<file path="config.mk">
export PLATFORM = sky130hd
export DESIGN_NAME = pwm_cfg_sched_flat
export DESIGN_NICKNAME = d
export VERILOG_FILES = /design/src/rtl/pwm_cfg_sched_if.sv /design/src/rtl/pwm_cfg_sched.sv /design/src/flat_wrapper.sv
export SDC_FILE = /design/constraint.sdc
export NUM_CORES = 1
export LEC_CHECK = 0
export ABC_AREA = 1
export ABC_CLOCK_PERIOD_IN_PS = 11600
export BUFFER_PORTS_ARGS = -buffer_cell sky130_fd_sc_hd__buf_2
export CORE_MARGIN = 4
export CORE_UTILIZATION = 40
export CTS_CLUSTER_DIAMETER = 120
export CTS_CLUSTER_SIZE = 12
export DETAILED_ROUTE_END_ITERATION = 8
export SLEW_MARGIN = 20
export SYNTH_ARGS = -nofsm -noshare
export SYNTH_HDL_FRONTEND = slang
export SYNTH_SLANG_ARGS = --single-unit
export TNS_END_PERCENT = 50
</file>
<file path="constraint.sdc">
create_clock -name clk -period 11.6 [get_ports clk]
set_input_delay 1.16 -clock clk [delete_from_list [all_inputs] [get_ports clk]]
set_output_delay 1.16 -clock clk [all_outputs]
set_load 0.1 [all_outputs]
</file>
<file path="src/rtl/pwm_cfg_sched_if.sv">
// pwm_cfg_sched_if: register-bus bundle between the system bus master and the PWM config scheduler.
interface pwm_cfg_sched_if;
  logic [7:0] addr;
  logic [31:0] wdata;
  logic wen;
  logic ren;
  logic [31:0] rdata;
  logic ack;
  modport master(output addr, wdata, wen, ren, input rdata, ack);
  modport slave(input addr, wdata, wen, ren, output rdata, ack);
endinterface

</file>
<file path="src/rtl/pwm_cfg_sched.sv">
// pwm_cfg_sched: per-channel bus/DSP config selection, committed immediately or on the PWM metacycle sync.
module pwm_cfg_sched #(
  parameter int CH = 4,
  parameter int CCW = 24
) (
  input  logic clk,
  input  logic rst,
  pwm_cfg_sched_if.slave sys,
  input  logic [CH*CCW-1:0] dsp_dat_i,
  input  logic [CH-1:0] dsp_vld_i,
  input  logic [CH-1:0] pwm_s_i,
  output logic [CH*CCW-1:0] cfg_o,
  output logic [CH-1:0] cfg_upd_o,
  output logic [CH-1:0] pend_o
);
  logic [CCW-1:0] shadow [CH];
  logic [CCW-1:0] stage [CH];
  logic [CH-1:0] src, sync, armed, req, chg, commit;
  logic [31:0] rd;
  logic apply_wr, ctrl_wr;
  assign apply_wr = sys.wen && sys.addr == 8'h24;
  assign ctrl_wr = sys.wen && sys.addr == 8'h20;
  assign pend_o = armed;
  // A sync request coincident with pwm_s commits on that same edge; a mode change drops any armed commit.
  always_comb begin
    req = '0;
    chg = '0;
    commit = '0;
    for (int n = 0; n < CH; n++) begin
      req[n] = src[n] ? dsp_vld_i[n] : apply_wr && sys.wdata[n];
      chg[n] = ctrl_wr && (sys.wdata[n] != src[n] || sys.wdata[8+n] != sync[n]);
      commit[n] = (req[n] && (!sync[n] || pwm_s_i[n])) || (armed[n] && pwm_s_i[n] && !chg[n]);
    end
  end
  always_comb begin
    rd = '0;
    for (int n = 0; n < CH; n++) rd = sys.addr == 8'(4*n) ? 32'(shadow[n]) : rd;
    rd = sys.addr == 8'h20 ? 32'(src) | (32'(sync) << 8) : rd;
    rd = sys.addr == 8'h28 ? 32'(armed) : rd;
  end
  always_ff @(posedge clk or posedge rst) begin
    if (rst) begin
      sys.ack <= 1'b0;
      sys.rdata <= '0;
      src <= '0;
      sync <= '0;
      armed <= '0;
      cfg_o <= '0;
      cfg_upd_o <= '0;
      for (int n = 0; n < CH; n++) begin
        shadow[n] <= '0;
        stage[n] <= '0;
      end
    end else begin
      sys.ack <= sys.wen || sys.ren;
      sys.rdata <= sys.ren ? rd : '0;
      cfg_upd_o <= commit;
      if (ctrl_wr) begin
        src <= sys.wdata[CH-1:0];
        sync <= sys.wdata[8 +: CH];
      end
      for (int n = 0; n < CH; n++) begin
        if (sys.wen && sys.addr == 8'(4*n)) shadow[n] <= sys.wdata[CCW-1:0];
        if (dsp_vld_i[n]) stage[n] <= dsp_dat_i[n*CCW +: CCW];
        // A DSP word arriving on the commit edge is the newest staged content, so forward it.
        if (commit[n]) cfg_o[n*CCW +: CCW] <= src[n] ? (dsp_vld_i[n] ? dsp_dat_i[n*CCW +: CCW] : stage[n]) : shadow[n];
        armed[n] <= !chg[n] && !commit[n] && (armed[n] || (req[n] && sync[n]));
      end
    end
  end
endmodule

</file>
<file path="src/flat_wrapper.sv">
// flat-port wrapper written by rule: the top's interface ports become plain ports
module pwm_cfg_sched_flat 
#(
  parameter int CH = 4,
  parameter int CCW = 24
)
  (clk, rst, dsp_dat_i, dsp_vld_i, pwm_s_i, cfg_o, cfg_upd_o, pend_o, sys_addr, sys_wdata, sys_wen, sys_ren, sys_rdata, sys_ack);
  pwm_cfg_sched_if sys_i ();
  input  logic clk;
  input  logic rst;
  input  logic [CH*CCW-1:0] dsp_dat_i;
  input  logic [CH-1:0] dsp_vld_i;
  input  logic [CH-1:0] pwm_s_i;
  output logic [CH*CCW-1:0] cfg_o;
  output logic [CH-1:0] cfg_upd_o;
  output logic [CH-1:0] pend_o;
  input wire logic [$bits(sys_i.addr)-1:0] sys_addr;
  input wire logic [$bits(sys_i.wdata)-1:0] sys_wdata;
  input wire logic [$bits(sys_i.wen)-1:0] sys_wen;
  input wire logic [$bits(sys_i.ren)-1:0] sys_ren;
  output wire logic [$bits(sys_i.rdata)-1:0] sys_rdata;
  output wire logic [$bits(sys_i.ack)-1:0] sys_ack;
  assign sys_i.addr = sys_addr;
  assign sys_i.wdata = sys_wdata;
  assign sys_i.wen = sys_wen;
  assign sys_i.ren = sys_ren;
  assign sys_rdata = sys_i.rdata;
  assign sys_ack = sys_i.ack;
  pwm_cfg_sched #(.CH(CH), .CCW(CCW)) u_core (.clk(clk), .rst(rst), .sys(sys_i), .dsp_dat_i(dsp_dat_i), .dsp_vld_i(dsp_vld_i), .pwm_s_i(pwm_s_i), .cfg_o(cfg_o), .cfg_upd_o(cfg_upd_o), .pend_o(pend_o));
endmodule
</file>
==> impl_metrics.json <==
{
  "max_stage_delay_ps": 530,
  "critPathBufInv": 1,
  "drt_wl_total_um": 44900,
  "ys_top_cells_by_area": "dfrtp_1 (57%), nand2_1 (21%), o21ai_0 (4.8%), nand3_1 (4.3%), mux2_2 (3.7%)",
  "synth_common_cells": "nand2_1 (817), dfrtp_1 (329), o21ai_0 (140)",
  "synth_top_area_share_pct": 56.5,
  "slew_headroom_pct": 30.3,
  "cp_cell_sequence": "buf_2 > nor2_1 > nand3_1 > or2_1 > nor2_8 > nand2_1 > nand2_2 > nand2_2 > nand2_1 > nand2_1",
  "synth.cell_area_mm2": 0.0146,
  "dr_total_vias": 12200,
  "r2r_end": "u_core.cfg_o[92]",
  "grt_pass1_vias": 11800,
  "crit_required_ps": 12040,
  "worst-setup-path-type": "in -> reg",
  "overflow": 0,
  "arrival_ps": 3860,
  "reg2reg_from": "u_core.src[3]",
  "leakage_uw": 0.00903,
  "tritoncts": "done",
  "dominantRegCellSynth": "dfrtp_1",
  "ys_types": 29,
  "synth-edff-count": 0,
  "gp_congestion": 0.818,
  "ys_seq_area_share_pct": 56.5,
  "synth_area_per_cell_um2": 8.42,
  "final_nets": 2096,
  "crit_top_cell": "nand2_1",
  "r2r_slack_ps": 9200,
  "antenna_left": 0,
  "num_io_pins": 285,
  "drtIter0Drc": 728,
  "period_minus_slack_ps": 3430,
  "worst_pin_slew_ps": 1040,
  "cp_max_fo": 25,
  "yosysMostFrequentCell": "nand2_1",
  "finalClockSkew_ps": 7.71,
  "area_growth_syn_to_layout_pct": 16.0,
  "synth_cells": 1729,
  "status": "finished clean",
  "track_usage_pct": 22.2,
  "reg2reg_depth": 9,
  "place_area_mm2": 0.0161,
  "die_y_um": 199,
  "drtPass1Iterations": 7,
  "grt_pass1_wl_um": 68700,
  "drt_drc_violations_left": 0,
  "crit_start": "sys_addr[7]",
  "path_clk_slew_ps": 60,
  "clock_latency_ps": 560,
  "worstSetupEndpointType": "flop",
  "coreArea_mm2": 0.0357,
  "setup_viol": 0,
  "drv_slew": 0,
  "ctsHoldBuffers": 0,
  "core.rowCount": 69,
  "final_cell_area_mm2": 0.0169,
  "crit_end": "u_core.cfg_o[92]",
  "dp_hpwl_um": 31900,
  "holdWs_ps": 466,
  "die-area_mm2": 0.0395,
  "die_w_um": 199,
  "root_buffer": "clkbuf_16",
  "clockBufferDepth": 3,
  "synth_area_leader_cell": "dfrtp_1",
  "final.setup.tns_ps": 0,
  "hold_viol": 0,
  "antenna_found_initial": 5,
  "max_freq_mhz": 292,
  "htreeDepth": 1,
  "via_per_inst": 5.07,
  "power.density_mw_per_mm2": 195,
  "rsz0062_at_grt": "no",
  "initial_core_util_pct": 40.7,
  "max_cap_violations": 0,
  "post_cts_buffers": 0,
  "crit_cells": 10,
  "portBuffers": 268,
  "yosysWarnings": 0,
  "ir_drop_mv": 0.124,
  "worst_path_max_delay_cell": "or2_1",
  "cts_resized": 0,
  "cts_buffers": 31,
  "wire_per_inst_um": 18.6,
  "ys_seq_elements": 329,
  "start_kind": "input port",
  "cts.sinks": 329,
  "grt_max_degree": 162,
  "fin_crit_sh_pct": 29.5,
  "cp_top_family": "simple AND/OR/NAND/NOR gates",
  "ys_async_sr_fraction_pct": 100,
  "hold_path_class": "reg -> reg",
  "final_layout_size_suffix_gt1_share_pct": 19.9
}
final cells by class:
type | count | area, um^2
fillers | 3566 | 18900
flip-flops and latches | 329 | 8230
multi-input cells | 1245 | 5600
repair buffers | 280 | 1440
clock buffers | 31 | 776
well taps | 461 | 577
inverters | 61 | 236
diodes | 6 | 15.0
clock inverters | 1 | 8.76
state kept, by name, indices dropped and copies added, names as in the netlist:
name	count
u_core.shadow	96
u_core.sync	4
u_core.cfg_upd_o	4
u_core.sys.rdata	24
u_core.cfg_o	96
u_core.sys.ack	1
u_core.src	4
u_core.stage	96
u_core.pend_o	4
logic make-up after synthesis:
| family | share of synthesized area (%) |
|---|---|
| flip-flops | 56.5 |
| AO/OA/AOI/OAI | 5.53 |
| multiplexers | 3.71 |
| other | 0.0258 |
| AND/OR/NAND/NOR | 29.0 |
| buffers and inverters | 5.23 |
report_power, final:
| group | internal (uW) | total, uW | switching (uW) |
|---|---|---|---|
| Combinational | 169 | 1040 | 873 |
| Sequential | 1280 | 1360 | 83.3 |
| Clock | 468 | 882 | 414 |
placed cells by master (no fill, tap or decap), drive strengths merged:
master | Yosys | final
a21oi | 9 | 9
buf | 45 | 280
clkbuf | 56 | 31
clkinv | 3 | 3
conb | 1 | 8
dfrtp | 329 | 329
diode | 0 | 6
inv | 58 | 59
mux2 | 48 | 48
nand2 | 830 | 830
nand3 | 126 | 126
nand4 | 19 | 19
nor2 | 52 | 52
o211ai | 4 | 4
o21ai | 140 | 140
o21bai | 4 | 4
or2 | 5 | 5
per-layer routing:
metal  vias to the layer above  wire length, um  GRT usage [%]
li1                       5901                -              -
met1                      5896            19900           31.6
met2                       371            21100           35.6
met3                        72             2630           3.57
met4                         4             1170           5.85
met5                         -               22              0
through the flow:
stage | setup WS [ps] | instances | power (uW) | utilization, %
CTS | 8220 | 2408 | 3320 | 47.2
floorplan | 1330 | 1736 | 2220 | -
global route | 7880 | 2409 | 3430 | 47.2
finish | 8170 | 2414 | 3290 | 47.2
detailed placement | 7620 | 2376 | 2430 | 45.0
global placement | 7630 | 2376 | 2420 | 45.0
worst min-delay path by stage:
| stage | startpoint | end | slack, ps | cells after the start |
|---|---|---|---|---|
| 3_3_place_gp | u_core.stage[47] | u_core.stage[47] | 450 | 2 |
| 2_1_floorplan | u_core.stage[24] | u_core.stage[24] | 440 | 2 |
| 3_5_place_dp | u_core.stage[55] | u_core.stage[55] | 450 | 2 |
| 4_1_cts | u_core.stage[46] | u_core.stage[46] | 470 | 2 |
| 6_report | u_core.stage[65] | u_core.stage[65] | 470 | 2 |
| 5_1_grt | u_core.stage[29] | u_core.stage[29] | 480 | 2 |
tightest hold or removal path, delay by kind of cell (launching register included):
family	cells	cell delay, ps
flops	1	320
simple gates	2	110
No activity file was read; power rests on OpenSTA's default activity.
